===== config.mk =====
export PLATFORM = sky130hd
export DESIGN_NAME = des_round_pipe
export DESIGN_NICKNAME = d
export VERILOG_FILES = /design/src/rtl/des_round_pipe.sv
export SDC_FILE = /design/constraint.sdc
export NUM_CORES = 1
export LEC_CHECK = 0
export BUFFER_PORTS_ARGS = -buffer_cell sky130_fd_sc_hd__buf_2
export CORE_UTILIZATION = 50
export CTS_CLUSTER_DIAMETER = 150
export DETAILED_ROUTE_END_ITERATION = 7
export GPL_ROUTABILITY_DRIVEN = 0
export PLACE_DENSITY_LB_ADDON = 0.15
export RECOVER_POWER = 50
export SKIP_CTS_REPAIR_TIMING = 1
export SLEW_MARGIN = 0
export SYNTH_ARGS = -nofsm -noshare
export SYNTH_HDL_FRONTEND = slang
export SYNTH_SLANG_ARGS = --single-unit

===== constraint.sdc =====
create_clock -name clk -period 1.9 [get_ports clk]
set_clock_uncertainty 0.1 [all_clocks]
set_input_delay 0.38 -clock clk [delete_from_list [all_inputs] [get_ports clk]]
set_output_delay 0.38 -clock clk [all_outputs]
set_load 0.01 [all_outputs]

===== src/rtl/des_round_pipe.sv =====
// rtl/des_round_pipe.sv - two-stage pipelined DES round with external S-box and valid/ready flow
module des_round_pipe #(
  parameter int TAG_W = 4
) (
  input  logic             clk,
  input  logic             reset_n,
  input  logic             in_valid,
  output logic             in_ready,
  input  logic [31:0]      in_l,
  input  logic [31:0]      in_r,
  input  logic [47:0]      in_key,
  input  logic [TAG_W-1:0] in_tag,
  output logic [5:0]       sel_box0,
  output logic [5:0]       sel_box1,
  output logic [5:0]       sel_box2,
  output logic [5:0]       sel_box3,
  output logic [5:0]       sel_box4,
  output logic [5:0]       sel_box5,
  output logic [5:0]       sel_box6,
  output logic [5:0]       sel_box7,
  input  logic [3:0]       s_in0,
  input  logic [3:0]       s_in1,
  input  logic [3:0]       s_in2,
  input  logic [3:0]       s_in3,
  input  logic [3:0]       s_in4,
  input  logic [3:0]       s_in5,
  input  logic [3:0]       s_in6,
  input  logic [3:0]       s_in7,
  output logic             out_valid,
  input  logic             out_ready,
  output logic [31:0]      out_l,
  output logic [31:0]      out_r,
  output logic [TAG_W-1:0] out_tag
);

  // Stage 1 state: S-box selects plus the halves and tag riding alongside
  logic             s1_valid_q, s1_valid_d;
  logic [7:0][5:0]  sel_q, sel_d;
  logic [31:0]      l1_q, l1_d;
  logic [31:0]      r1_q, r1_d;
  logic [TAG_W-1:0] tag1_q, tag1_d;

  // Stage 2 state: next-round halves presented downstream
  logic             out_valid_q, out_valid_d;
  logic [31:0]      out_l_q, out_l_d;
  logic [31:0]      out_r_q, out_r_d;
  logic [TAG_W-1:0] out_tag_q, out_tag_d;

  logic             s1_adv, s2_adv;
  logic [47:0]      e_x;
  logic [7:0][5:0]  sel_new;
  logic [31:0]      s_cat;
  logic [31:0]      f_perm;

  // Stage advance: a stage moves when it is empty or its successor moves
  always_comb begin
    s2_adv = !out_valid_q || out_ready;
    s1_adv = !s1_valid_q || s2_adv;
  end

  assign in_ready = s1_adv;

  // E-expansion of R (bit 31 = DES bit 1), key mix, and row/column select ordering
  always_comb begin
    e_x = {in_r[0],     in_r[31:27], in_r[28:23], in_r[24:19],
           in_r[20:15], in_r[16:11], in_r[12:7],  in_r[8:3],
           in_r[4:0],   in_r[31]} ^ in_key;
    sel_new = '0;
    for (int n = 0; n < 8; n++) begin
      // b1 and b6 form the row, b2..b5 the column
      sel_new[n] = {e_x[47-6*n], e_x[42-6*n], e_x[46-6*n -: 4]};
    end
  end

  // S-box results in S1..S8 order, then P-permutation
  always_comb begin
    s_cat  = {s_in0, s_in1, s_in2, s_in3, s_in4, s_in5, s_in6, s_in7};
    f_perm = {s_cat[16], s_cat[25], s_cat[12], s_cat[11],
              s_cat[3],  s_cat[20], s_cat[4],  s_cat[15],
              s_cat[31], s_cat[17], s_cat[9],  s_cat[6],
              s_cat[27], s_cat[14], s_cat[1],  s_cat[22],
              s_cat[30], s_cat[24], s_cat[8],  s_cat[18],
              s_cat[0],  s_cat[5],  s_cat[29], s_cat[23],
              s_cat[13], s_cat[19], s_cat[2],  s_cat[26],
              s_cat[10], s_cat[21], s_cat[28], s_cat[7]};
  end

  // Next-state: data registers load only with a valid beat, so held beats keep selects stable
  always_comb begin
    s1_valid_d  = s1_valid_q;
    sel_d       = sel_q;
    l1_d        = l1_q;
    r1_d        = r1_q;
    tag1_d      = tag1_q;
    out_valid_d = out_valid_q;
    out_l_d     = out_l_q;
    out_r_d     = out_r_q;
    out_tag_d   = out_tag_q;
    if (s1_adv) begin
      s1_valid_d = in_valid;
      if (in_valid) begin
        sel_d  = sel_new;
        l1_d   = in_l;
        r1_d   = in_r;
        tag1_d = in_tag;
      end
    end
    if (s2_adv) begin
      out_valid_d = s1_valid_q;
      if (s1_valid_q) begin
        out_l_d   = r1_q;
        out_r_d   = l1_q ^ f_perm;
        out_tag_d = tag1_q;
      end
    end
  end

  // Pipeline registers; reset discards any in-flight beats
  always_ff @(posedge clk or negedge reset_n) begin
    if (!reset_n) begin
      s1_valid_q  <= 1'b0;
      sel_q       <= '0;
      l1_q        <= '0;
      r1_q        <= '0;
      tag1_q      <= '0;
      out_valid_q <= 1'b0;
      out_l_q     <= '0;
      out_r_q     <= '0;
      out_tag_q   <= '0;
    end else begin
      s1_valid_q  <= s1_valid_d;
      sel_q       <= sel_d;
      l1_q        <= l1_d;
      r1_q        <= r1_d;
      tag1_q      <= tag1_d;
      out_valid_q <= out_valid_d;
      out_l_q     <= out_l_d;
      out_r_q     <= out_r_d;
      out_tag_q   <= out_tag_d;
    end
  end

  assign sel_box0  = sel_q[0];
  assign sel_box1  = sel_q[1];
  assign sel_box2  = sel_q[2];
  assign sel_box3  = sel_q[3];
  assign sel_box4  = sel_q[4];
  assign sel_box5  = sel_q[5];
  assign sel_box6  = sel_q[6];
  assign sel_box7  = sel_q[7];
  assign out_valid = out_valid_q;
  assign out_l     = out_l_q;
  assign out_r     = out_r_q;
  assign out_tag   = out_tag_q;

endmodule


==> metrics <==
Clock Pin Slew Worst Setup and Hold Paths 0.06 ns; critical path capture point type flop; worst slew pin tran 0.628 ns; global route total overflow 0; row cnt 44; Die Y 125 um; Clk pwr share 0.322; power density over cell area 1150 nW/um^2; area share of the largest cell type after synthesis 0.611; Logic pwr share 0.215; share of layout cells above drive strength 1 0.535; Hold Path Sink l1_q[23]$_DFFE_PN0P_; Tot Pwr 11.3 mW; Pint 8.31 mW; HPWL Detailed 11.4 mm; CP Depth 4; worst-skew pair later-pin latency 0.42 ns; top_reg_cell synth dfrtp_1; Layout Cells excl Fill 955; Slew Viols, Final 0; Mapped Area 7620 um^2; RR Startpoint s1_valid_q$_DFFE_PN0P_; drt total wl 15.3 mm; vias in the first global route 5175; Req. time, crit path 2.10 ns; flop-to-flop setup slack 0.23 ns; status finished with violations; RSZ-0062 raised after global routing false; largest area contributor in the netlist dfrtp_1; slowest stage delay, CP 0.40 ns; max_cap viols 0; CP max stage cell dfrtp_1; Area Overhead vs Synth 28.8%; nets 909; NetSw 2.99 mW; CTS Buf Count 17; I/O pin count 270; Filler cells 1101; violated checks design-rule violations; HP Start in_l[23]; Worst Hold Depth 2; register area share after synthesis 0.611; Longest Clk Path Bufs 2; count leader, synth dfrtp_1; starting density of the core 0.518; post-synthesis cell type count 11; post-place instance area 9290 um^2; Post-Syn Instances 475; count of final hold-check violations 0; Syn Nets 627; H-tree lvl count 4; drt wl/cell 16.0 um; #FFs+latches synth 186; HP Class in2reg; # DRC 17; DRT iter0 DRCs 165; Total Die Area 15700 um^2; CP Data Arrival Time 1.87 ns; Max-Slew Margin vs Limit 0.581; Worst R2R End sel_box4[5]$_DFFE_PN0P_; achievable frequency 0.598 GHz; critical path class reg2reg; final setup vio count 0; CP Buf/Inv Count 1; Avg Vias per Cell 4.95; largest cells by area after synthesis dfrtp_1 61%, mux2_2 21%, xor2_1 9.2%; yosys warns 0; Leak 4.62 nW; post-route ant nets 0; Worst Reg2Reg Path Length in Cells 4; Period Utilization, post-route 0.880; first-pass GRT wire length 25.2 mm; Flop pwr share 0.463; largest net degree at the start of global routing 42; number of synthesized flops with an enable pin 0; Switching Fraction 0.264; Crit Path Max Fanout 34; CP cell instances nand3b_1, nand2_4, buf_12, mux2_2; Top delay family on crit path simple AND/OR/NAND/NOR gates; TritonRoute pass-1 iters 6; CTS tree yes; fraction of registers with async set/reset 1.00; die width 125 um; most instantiated cells after synthesis 186 x dfrtp_1, 144 x mux2_2, 80 x xor2_1, 40 x mux2_1, 11 x buf_2; initial antenna violation count 1; VDD IR max 0.675 mV; dpl cells 921; GR Util All Layers 0.208; setup_tns 0 ns; total number of vias 4731; Root Driver clkbuf_16; area of the core 14700 um^2; Final min period 1.67 ns; startpoint types flop; Syn Area/Cell 16.0 um^2; post-route cell area 9810 um^2; IO buf count 269; clk sink count 186
[cell type report]
type | instances | area [um^2] | area share
Timing Repair Buffer | 282 | 1480 | 0.151
Tap cell | 184 | 230 | 0.0235
Multi-Input combinational cell | 270 | 2820 | 0.288
Clock inverter | 6 | 109 | 0.0111
Sequential cell | 186 | 4650 | 0.475
Clock buffer | 26 | 509 | 0.0519
Antenna cell | 1 | 2.50 | 0.000255
[cells in the final DEF (no fill, tap or decap), types with 5 or more instances in the layout]
cell type,n
buf_2,225
dfrtp_1,186
mux2_2,144
xor2_1,80
clkbuf_1,47
mux2_1,40
clkbuf_16,17
buf_12,7
clkbuf_8,5
[sequential cells by signal, summed over array words and instances (netlist names)]
signal,flops
sel_box0,6
sel_box5,6
sel_box2,6
l1_q,32
out_l,32
sel_box7,6
out_tag,4
sel_box3,6
sel_box4,6
tag1_q,4
r1_q,32
sel_box1,6
sel_box6,6
s1_valid_q,1
out_valid,1
out_r,32
[per-stage QoR]
| step | util | hold WS (ns) | setup slack, ns |
|---|---|---|---|
| after floorplan | - | -0.0156 | 0.396 |
| after global placement | 0.632 | 0.235 | 0.215 |
| after detailed placement | 0.632 | 0.235 | 0.165 |
| after CTS | 0.674 | -0.214 | 0.271 |
| after global routing | 0.667 | 0.0529 | 0.118 |
| final | 0.667 | 0.0706 | 0.228 |
[logic make-up (layout without fill, tap and decap cells)]
logic type | after synthesis | in the layout | synth area share
xor+xnor | 80 | 80 | 0.0920
buf+inv | 19 | 314 | 0.0186
flops | 186 | 186 | 0.611
mux | 184 | 184 | 0.272
other cells | 0 | 1 | 0
simple gates | 6 | 6 | 0.00641
[power by group through the flow]
stage | Sequential (mW) | Clock (mW) | Combinational, mW
2_1_floorplan | 5.55 | 0 | 1.05
3_3_place_gp | 5.25 | 0 | 2.48
3_5_place_dp | 5.30 | 0 | 2.55
4_1_cts | 5.23 | 3.73 | 2.56
5_1_grt | 5.34 | 3.91 | 2.65
6_report | 5.23 | 3.63 | 2.43
[worst max path at each step]
stage                            from                 endpoint  slack, ns
3_5_place_dp                out_ready     r1_q[31]$_DFFE_PN0P_       0.17
5_1_grt        s1_valid_q$_DFFE_PN0P_      r1_q[9]$_DFFE_PN0P_       0.12
6_report       s1_valid_q$_DFFE_PN0P_  sel_box4[5]$_DFFE_PN0P_       0.23
4_1_cts        s1_valid_q$_DFFE_PN0P_                 in_ready       0.27
3_3_place_gp                out_ready  sel_box7[5]$_DFFE_PN0P_       0.21
2_1_floorplan   out_valid$_DFFE_PN0P_     l1_q[23]$_DFFE_PN0P_       0.40
[metal layers]
layer,vias to the layer above,GRT usage,wire length (um)
met5,-,0,0
met4,0,0.0868,440
met3,34,0.0753,1170
met2,173,0.357,7680
met1,2337,0.235,6010
li1,2187,-,-
Note: power is estimated with default switching activity, not from simulation.
